## src/rtl/clock_pkg.sv

```systemverilog
// Shared definitions for the front-panel button path of the clock.
// Purpose : FSM state encoding used by every button_event instance, plus the
//           nominal tick rate that the hold thresholds are expressed in.
// Ports   : none (package).
package clock_pkg;

  // Button FSM states, 2-bit encoding. The fourth code is unused and
  // recovers to IDLE.
  typedef enum logic [1:0] {
    IDLE = 2'd0,
    HOLD = 2'd1,
    LONG = 2'd2
  } btn_state_t;

  // Nominal tick strobe rate in Hz. With this rate LONG_TICKS and
  // REPEAT_TICKS read directly as milliseconds.
  localparam int TICK_HZ = 1000;

endpackage

```

## src/rtl/btn_edge.sv

```systemverilog
// Registered copy of the debounced button level with edge detection.
// Purpose : holds btn for one cycle and flags rising/falling transitions
//           relative to that registered copy.
// Ports   : clk   - system clock, rising edge
//           rst_n - asynchronous active-low reset (clears the level to 0)
//           btn   - debounced button level, clk-synchronous
//           level - btn delayed by one cycle
//           rise  - combinational, btn high while level is low
//           fall  - combinational, btn low while level is high
module btn_edge (
  input  logic clk,
  input  logic rst_n,
  input  logic btn,
  output logic level,
  output logic rise,
  output logic fall
);

  always_ff @(posedge clk or negedge rst_n) begin
    if (!rst_n) begin
      level <= 1'b0;
    end else begin
      level <= btn;
    end
  end

  assign rise = btn & ~level;
  assign fall = ~btn & level;

endmodule

```

## src/rtl/button_event.sv

```systemverilog
// Turns one debounced push-button level into single-cycle user events.
// Purpose : press, short release, long-press detect and auto-repeat pulses
//           for the time/alarm setting logic. Hold times are counted in tick
//           enables so they do not depend on the cclk frequency.
// Ports   : cclk      - system clock, rising edge
//           clr_n     - asynchronous active-low reset, released synchronously
//           tick      - one-cycle timebase enable
//           btn       - debounced button level, active-high
//           press     - pulse: button went down
//           short_rel - pulse: released before long_det fired
//           long_det  - pulse: hold reached LONG_TICKS
//           rep       - pulse: every REPEAT_TICKS while held after long_det
//           held      - level: registered btn
module button_event
  import clock_pkg::*;
#(
  parameter int CNT_W        = 11,
  parameter int LONG_TICKS   = 1000,
  parameter int REPEAT_TICKS = 200
) (
  input  logic cclk,
  input  logic clr_n,
  input  logic tick,
  input  logic btn,
  output logic press,
  output logic short_rel,
  output logic long_det,
  output logic rep,
  output logic held
);

  localparam logic [CNT_W-1:0] LONG_LAST = CNT_W'(LONG_TICKS - 1);
  localparam logic [CNT_W-1:0] REP_LAST  = CNT_W'(REPEAT_TICKS - 1);

  logic             rst_n;
  logic             btn_q;
  logic             rise;
  logic             fall;
  btn_state_t       state_q;
  btn_state_t       state_d;
  logic [CNT_W-1:0] cnt_q;
  logic [CNT_W-1:0] cnt_d;
  logic             press_d;
  logic             short_rel_d;
  logic             long_det_d;
  logic             rep_d;

  // Reset asserts immediately through clr_n but is released on a clock edge,
  // so the first active cycle after release is one edge later.
  always_ff @(posedge cclk or negedge clr_n) begin
    if (!clr_n) begin
      rst_n <= 1'b0;
    end else begin
      rst_n <= 1'b1;
    end
  end

  btn_edge u_edge (
    .clk   (cclk),
    .rst_n (rst_n),
    .btn   (btn),
    .level (btn_q),
    .rise  (rise),
    .fall  (fall)
  );

  assign held = btn_q;

  // Next-state logic. A fall is checked before the tick so a release that
  // coincides with a terminal tick always wins.
  always_comb begin
    state_d     = state_q;
    cnt_d       = cnt_q;
    press_d     = 1'b0;
    short_rel_d = 1'b0;
    long_det_d  = 1'b0;
    rep_d       = 1'b0;
    case (state_q)
      IDLE: begin
        if (rise) begin
          state_d = HOLD;
          cnt_d   = '0;
          press_d = 1'b1;
        end
      end
      HOLD: begin
        if (fall) begin
          state_d     = IDLE;
          cnt_d       = '0;
          short_rel_d = 1'b1;
        end else if (tick) begin
          if (cnt_q == LONG_LAST) begin
            state_d    = LONG;
            cnt_d      = '0;
            long_det_d = 1'b1;
          end else begin
            cnt_d = cnt_q + CNT_W'(1);
          end
        end
      end
      LONG: begin
        if (fall) begin
          state_d = IDLE;
          cnt_d   = '0;
        end else if (tick) begin
          if (cnt_q == REP_LAST) begin
            cnt_d = '0;
            rep_d = 1'b1;
          end else begin
            cnt_d = cnt_q + CNT_W'(1);
          end
        end
      end
      default: begin
        state_d = IDLE;
        cnt_d   = '0;
      end
    endcase
  end

  // State, hold counter and registered event pulses.
  always_ff @(posedge cclk or negedge rst_n) begin
    if (!rst_n) begin
      state_q   <= IDLE;
      cnt_q     <= '0;
      press     <= 1'b0;
      short_rel <= 1'b0;
      long_det  <= 1'b0;
      rep       <= 1'b0;
    end else begin
      state_q   <= state_d;
      cnt_q     <= cnt_d;
      press     <= press_d;
      short_rel <= short_rel_d;
      long_det  <= long_det_d;
      rep       <= rep_d;
    end
  end

endmodule
```

## config.mk

```make
export PLATFORM = sky130hd
export DESIGN_NAME = button_event
export DESIGN_NICKNAME = d
export VERILOG_FILES = /design/src/rtl/clock_pkg.sv /design/src/rtl/btn_edge.sv /design/src/rtl/button_event.sv
export SDC_FILE = /design/constraint.sdc
export NUM_CORES = 1
export LEC_CHECK = 0
export CAP_MARGIN = 30
export CORE_MARGIN = 2
export CORE_UTILIZATION = 53
export CTS_BUF_LIST = sky130_fd_sc_hd__clkbuf_4 sky130_fd_sc_hd__clkbuf_8
export DETAILED_ROUTE_END_ITERATION = 10
export GPL_ROUTABILITY_DRIVEN = 0
export GPL_TIMING_DRIVEN = 0
export PLACE_DENSITY = 0.77
export SETUP_SLACK_MARGIN = 0.3
export SLEW_MARGIN = 10
export SYNTH_ARGS = -nofsm -noshare
export SYNTH_HDL_FRONTEND = slang
export SYNTH_SLANG_ARGS = --single-unit
```

## constraint.sdc

```tcl
create_clock -name cclk -period 0.8 [get_ports cclk]
set_clock_uncertainty 0.2 [all_clocks]
set_input_delay 0.08 -clock cclk [delete_from_list [all_inputs] [get_ports cclk]]
set_output_delay 0.08 -clock cclk [all_outputs]
set_load 0.02 [all_outputs]
```

==> flow_metrics.tcl, run 1 <==
set metrics [dict create \
    die_h_um 47.8 \
    synth_edf_count 0 \
    outcome "stopped before the end" \
    synth_seq_cells 19 \
    synth_commonest_cells "19 x dfrtp_1, 11 x nand2_1, 10 x nand3_1" \
    synth_area_leaders "dfrtp_1 47%, ha_1 4.9%, nand3_1 4.9%, nand2_1 4.1%, inv_1 3.0%" \
    yosysSeqAreaShare_pct 46.7 \
    clockRootBuffer "clkbuf_4" \
    synth_area_per_cell_um2 9.51 \
    yosysMostFrequentCell "dfrtp_1" \
    tool.error "[ERROR DPL-0033] detailed placement checks failed during check placement." \
    numCtsBuffers 3 \
    dp.cells 140 \
    stop_stage "global routing" \
    cts_max_level 1 \
    row_count 15 \
    dp_hpwl_um 1530 \
    ys_async_sr_fraction_pct 100 \
    antenna_found_initial 0 \
    syn-num-nets 115 \
    synth_cell_types 35 \
    die_w_um 47.8 \
    pre_cts_ws_ns -1.49 \
    io_pins 9 \
    synthesis.area_um2 1020 \
    worst_path_end_type "register input" \
    port_buffers 8 \
    clockBufferDepth 2 \
    clock_sinks 19 \
    worst_endpoint "cnt_q[8]$_DFFE_PN0P_/D" \
    synth.largest_area_cell "dfrtp_1" \
    synth_top_area_share_pct 46.7 \
    yosys_warnings 0 \
    ys.flop_type "dfrtp_1" \
    grt_max_degree 11 \
    netlist_instances 107 \
    start_util_pct 57.7 \
]
==> timing repair <==
item                                    CTS
endpoints found under the hold margin     3
setup buffers                            18
endpoints found under the setup margin   41
resized for setup                        53
pin swaps                                11
==> per-stage QoR <==
stage | TNS [ns] | utilization (%) | instance area [um2]
detailed placement | -20.69 | 67.5 | 1190
floorplan | -15.24 | - | 1080
CTS | -18.86 | 84.1 | 1480
global placement | -20.20 | 67.5 | 1190
==> cells by family after synthesis <==
family                   after synthesis  share of synthesized area, %
AO/OA/AOI/OAI                         24                          18.0
XOR/XNOR                               2                          1.72
adder cells (fa/ha/maj)                4                          4.92
buffers and inverters                  9                          3.32
flip-flops                            19                          46.7
multiplexers                           1                         0.984
other                                  1                         0.369
AND/OR/NAND/NOR                       47                          24.0
==> run 2: changes to the inputs <==
--- a/config.mk
+++ b/config.mk
@@ -6,14 +6,12 @@
 export NUM_CORES = 1
 export LEC_CHECK = 0
 export CAP_MARGIN = 30
-export CORE_MARGIN = 2
-export CORE_UTILIZATION = 53
-export CTS_BUF_LIST = sky130_fd_sc_hd__clkbuf_4 sky130_fd_sc_hd__clkbuf_8
+export CORE_AREA = 2 2 63 65
 export DETAILED_ROUTE_END_ITERATION = 10
+export DIE_AREA = 0 0 65 67
 export GPL_ROUTABILITY_DRIVEN = 0
 export GPL_TIMING_DRIVEN = 0
-export PLACE_DENSITY = 0.77
-export SETUP_SLACK_MARGIN = 0.3
+export PLACE_DENSITY_LB_ADDON = 0.15
 export SLEW_MARGIN = 10
 export SYNTH_ARGS = -nofsm -noshare
 export SYNTH_HDL_FRONTEND = slang
==> constraint.sdc (replaced) <==
create_clock -name cclk -period 1.05 [get_ports cclk]
set_clock_uncertainty 0.2 [all_clocks]
set_input_delay 0.105 -clock cclk [delete_from_list [all_inputs] [get_ports cclk]]
set_output_delay 0.105 -clock cclk [all_outputs]
set_load 0.02 [all_outputs]
==> flow_metrics.tcl, run 2 <==
set metrics [dict create \
    clockRootBuffer "clkbuf_8" \
    power-per-cell-area_nw_per_um2 1920 \
    pre_cts_ws_ns -1.25 \
    core_area_um2 3610 \
    grt_pass1_wl_um 4420 \
    drv_slew 0 \
    swShare_pct 38.2 \
    pwr-share-comb_pct 50.5 \
    final_nets 143 \
    fin_ws_ns -1.01 \
    start_util_pct 28.2 \
    grt_max_degree 19 \
    synthAdderAreaFrac_pct 4.92 \
    grt-ovfl-total 0 \
    top_regs "cnt_q x11, state_q x2" \
    synth-compound-area-share_pct 18.0 \
    p_leak_nw 0.613 \
    yosys.area_share.simple_pct 24.0 \
    grt.total_usage_pct 13.3 \
    cts_tree "yes" \
    drc 0 \
    clock_power_share_pct 18.0 \
    synth.largest_area_cell "dfrtp_1" \
    cpPeakStageDelay_ns 0.47 \
    ant_nets 0 \
    cp_max_fo 8 \
    synth_seq_cells 19 \
    antenna_found_initial 0 \
    violations "setup timing" \
    p_switching_mw 1.09 \
    route.vias.total 906 \
    synthesis.area_um2 1020 \
    layout_common_cells "16 x dfrtp_1, 11 x nand2_1, 10 x buf_6" \
    finalNonFillerCells 182 \
    outcome "complete, but fails checks" \
    hp-class "flop to async pin" \
    regArea_um2 479 \
    top_register "cnt_q" \
    cts_max_level 1 \
    dp.cells 163 \
    yosysMostFrequentCell "dfrtp_1" \
    p_int_mw 1.77 \
    synth_area_per_cell_um2 9.51 \
    finalSetupTns_ns -13.53 \
    diodes 0 \
    maxCapViolCount 0 \
    synth_cell_types 35 \
    drive_above_1_share_pct 44.0 \
    synthMuxAreaShare_pct 0.984 \
    synth-xor-area-share_pct 1.72 \
    p_seq_share_pct 31.5 \
    synth_top_family_by_area "simple AND/OR/NAND/NOR gates" \
    yosysSeqAreaShare_pct 46.7 \
    period_share_pct 196 \
    crit_required_ns 0.99 \
    post-route-min-period_ns 2.06 \
    multi_input_comb_area_um2 653 \
    fmax_mhz 486 \
    die_w_um 65 \
    synth_top_area_share_pct 46.7 \
    final_common_cell "dfrtp_1" \
    clk_latency_ns 0.26 \
    row_count 22 \
    synth_commonest_cells "19 x dfrtp_1, 11 x nand2_1, 10 x nand3_1" \
    largest_register_ff_count 11 \
    numCtsBuffers 3 \
    startpoint_type "flop" \
    port_buffers 8 \
    wl_um 2540 \
    worst_path_max_delay_cell "dfrtp_1" \
    cp_cell_sequence "nor3_2, a221o_1, a31oi_4, buf_6, and3_4, a221o_2" \
    ys_async_sr_fraction_pct 100 \
    areaGrowthSynthToFinish_pct 47.0 \
    cp_top_family "compound AO/OA/AOI/OAI gates" \
    clk_pin_slew_ns 0.07 \
    first_pass_iters 4 \
    crit_buf_inv 1 \
    wl_per_cell_um 14.0 \
    setup_viol 22 \
    clock_sinks 19 \
    clockBufferDepth 2 \
    synth_edf_count 0 \
    io_pins 9 \
    grt_pass1_vias 955 \
    synth_area_leaders "dfrtp_1 47%, ha_1 4.9%, nand3_1 4.9%, nand2_1 4.1%, inv_1 3.0%" \
    hold_viol 0 \
    via_per_inst 4.98 \
    drt-initial-drc-count 25 \
    nFillCells 359 \
    netlist_instances 107 \
    yosys_warnings 0 \
    syn-num-nets 115 \
    dp_hpwl_um 1610 \
    path_class "flop to flop" \
    ys.flop_type "dfrtp_1" \
    irDropWorstVdd_uv 855 \
    dieArea_um2 4360 \
    rsz0062_at_grt "true" \
    critPathArrivalTime_ns 2.00 \
    die_h_um 67 \
    cp-end-kind "flop" \
]
run 2: cell counts after synthesis:
No cell type changed its count.
run 2: per-layer routing:
metal / global-route usage [%] / wire, um / part of all wire, %
met5: 0 / 0 / 0
met4: 2.93 / 12 / 0.47
met3: 3.21 / 77 / 3.0
met2: 24.4 / 1290 / 51
met1: 15.6 / 1160 / 46
run 2: metrics by stage:
| step | instance area [um2] | hold WS, ns | power, mW | util (%) |
|---|---|---|---|---|
| 4_1_cts | 1430 | 0.0253 | 2.79 | 39.6 |
| 3_5_place_dp | 1210 | 0.0600 | 1.82 | 33.6 |
| 6_report | 1500 | 0.000295 | 2.87 | 41.5 |
| 3_3_place_gp | 1210 | 0.0555 | 1.80 | 33.6 |
| 2_1_floorplan | 1070 | -0.391 | 1.58 | - |
| 5_1_grt | 1500 | 0.0477 | 3.06 | 41.5 |
run 2: final cells by class:
cell class | instances | area share (%)
timing repair buffer | 23 | 14.6
buffer | 1 | 0.502
multi-input combinational | 79 | 43.7
clock buffer | 4 | 3.01
inverter | 8 | 2.18
sequential | 19 | 32.1
tap | 48 | 4.02
run 2: cell families after synthesis:
group                    after synthesis
multiplexers                           1
other                                  1
buffers and inverters                  9
AO/OA/AOI/OAI                         24
adder cells (fa/ha/maj)                4
XOR/XNOR                               2
flip-flops                            19
AND/OR/NAND/NOR                       47
run 2: path summary, 6_finish.rpt:
kind	endpoint	cells after the start	start	slack (ns)
max in group asynchronous	rst_n$_DFF_PN0_	2	clr_n	0.22
max reg2reg	cnt_q[8]$_DFFE_PN0P_	6	cnt_q[3]$_DFFE_PN0P_	-1.01
min reg2reg	cnt_q[9]$_DFFE_PN0P_	0	rst_n$_DFF_PN0_	0.0003
max	cnt_q[8]$_DFFE_PN0P_	6	cnt_q[3]$_DFFE_PN0P_	-1.01
min	cnt_q[9]$_DFFE_PN0P_	0	rst_n$_DFF_PN0_	0.0003
min in group cclk	u_edge.level$_DFF_PN0_	1	btn	0.18
run 2: what timing repair did:
action	4_1_cts	5_1_grt
pin swaps	6	4
endpoints found under the setup margin	40	22
gates resized for setup	50	8
cloned	0	1
hold buffers	1	0
endpoints found under the hold margin	1	0
buffers inserted	10	4
run 2: power groups by stage:
stage / registers [mW] / clock network, mW / logic (mW)
5_1_grt: 0.913 / 0.568 / 1.58
3_3_place_gp: 0.913 / 0 / 0.890
4_1_cts: 0.899 / 0.533 / 1.35
6_report: 0.902 / 0.516 / 1.45
2_1_floorplan: 0.912 / 0 / 0.667
3_5_place_dp: 0.915 / 0 / 0.906
Power figures use the tool's default switching activity.
==> run 3: changes to the inputs <==
--- a/config.mk
+++ b/config.mk
@@ -16,3 +16,4 @@
 export SYNTH_ARGS = -nofsm -noshare
 export SYNTH_HDL_FRONTEND = slang
 export SYNTH_SLANG_ARGS = --single-unit
+export TNS_END_PERCENT = 50
==> flow_metrics.tcl, run 3 (synthesized netlist as in run 2, its figures left out) <==
set metrics [dict create \
    outcome "complete, but fails checks" \
    violations "hold timing, setup timing" \
    top_register "cnt_q" \
    rsz0062_at_grt "true" \
    grt_pass1_vias 934 \
    cp_max_fo 6 \
    die_w_um 65 \
    crit_required_ns 1.00 \
    p_leak_nw 0.567 \
    final_nets 136 \
    fmax_mhz 483 \
    clk_latency_ns 0.25 \
    maxCapViolCount 0 \
    post-route-min-period_ns 2.07 \
    port_buffers 8 \
    ant_nets 0 \
    diodes 0 \
    grt_pass1_wl_um 4220 \
    wl_per_cell_um 13.6 \
    largest_register_ff_count 11 \
    layout_common_cells "16 x dfrtp_1, 11 x nand2_1, 9 x nand3_1" \
    clock_sinks 19 \
    grt-ovfl-total 0 \
    hold_viol 7 \
    hp-class "flop to async pin" \
    finalSetupTns_ns -13.14 \
    critPathArrivalTime_ns 2.02 \
    fin_ws_ns -1.02 \
    top_regs "cnt_q x11, state_q x2" \
    setup_viol 22 \
    areaGrowthSynthToFinish_pct 33.8 \
    clockBufferDepth 2 \
    utilization_pct 37.8 \
    route.vias.total 889 \
    power-per-cell-area_nw_per_um2 1910 \
    die_h_um 67 \
    cts_max_level 1 \
    clk_pin_slew_ns 0.07 \
    start_util_pct 28.2 \
    drv_slew 0 \
    numCtsBuffers 3 \
    grt.total_usage_pct 12.8 \
    path_class "flop to flop" \
    period_share_pct 197 \
    grt_max_degree 19 \
    wl_um 2380 \
    whs_ns -0.00108 \
    io_pins 9 \
    row_count 22 \
    drt-initial-drc-count 49 \
    first_pass_iters 4 \
    cts_tree "yes" \
    cp-end-kind "flop" \
    via_per_inst 5.08 \
    dp_hpwl_um 1610 \
    drive_above_1_share_pct 35.4 \
    startpoint_type "flop" \
    core_area_um2 3610 \
    irDropWorstVdd_uv 564 \
    dieArea_um2 4360 \
    final_common_cell "dfrtp_1" \
    clockRootBuffer "clkbuf_8" \
    antenna_found_initial 0 \
    drc 0 \
]
## run 3: through the flow
stage | instance area (um2) | hold slack [ns] | worst slack [ns] | instances | total power [mW]
2_1_floorplan | 1030 | -0.391 | -0.973 | 107 | 1.50
3_3_place_gp | 1170 | 0.0542 | -1.23 | 163 | 1.70
3_5_place_dp | 1170 | 0.0633 | -1.30 | 163 | 1.72
4_1_cts | 1290 | 0.0168 | -0.995 | 173 | 2.43
5_1_grt | 1360 | 0.0423 | -1.08 | 175 | 2.79
6_report | 1360 | -0.00108 | -1.02 | 175 | 2.59
## run 3: power by group
part,leakage [nW],switching [mW],internal [mW]
registers,0.252,0.0512,0.806
logic,0.292,0.695,0.537
clock network,0.0228,0.236,0.269
## run 3: timing repair
| action | CTS | global route |
|---|---|---|
| hold endpoints to repair | 1 | 0 |
| hold buffers | 1 | 0 |
| resized for setup | 37 | 9 |
| buffers inserted | 5 | 2 |
| setup endpoints to repair | 22 | 22 |
| pin swaps | 5 | 3 |
## run 3: cell type report
class                   instances  area, um2
fillers                       353       2240
inverters                       8       30.0
well taps                      48       60.1
clock buffers                   4       45.0
flip-flops and latches         19        479
multi-input cells              79        614
repair buffers                 16        125
plain buffers                   1       7.51
## run 3: worst max-delay path, cell delays in order, from the launching register on
cell,delay [ns]
dfrtp_1,0.39
ha_2,0.20
and4_4,0.18
a221o_1,0.35
a31oi_4,0.26
o21ai_4,0.13
o311ai_2,0.26
## run 3: final timing paths
check                           slack, ns                      to            startpoint  depth (start not counted)
worst max-delay path                -1.02    cnt_q[6]$_DFFE_PN0P_  cnt_q[0]$_DFFE_PN0P_                          6
worst min-delay path               -0.001    cnt_q[7]$_DFFE_PN0P_       rst_n$_DFF_PN0_                          0
worst max register to register      -1.02    cnt_q[6]$_DFFE_PN0P_  cnt_q[0]$_DFFE_PN0P_                          6
worst min register to register     -0.001    cnt_q[7]$_DFFE_PN0P_       rst_n$_DFF_PN0_                          0
max in group asynchronous            0.21         rst_n$_DFF_PN0_                 clr_n                          2
min in group cclk                    0.18  u_edge.level$_DFF_PN0_                   btn                          1
## run 3: per-layer routing
layer	global-route usage, %	vias up	share of wire [%]
li1	-	429	-
met1	14.5	439	44
met2	22.6	17	51
met3	3.21	4	3.4
met4	6.12	0	1.3
met5	0	-	0
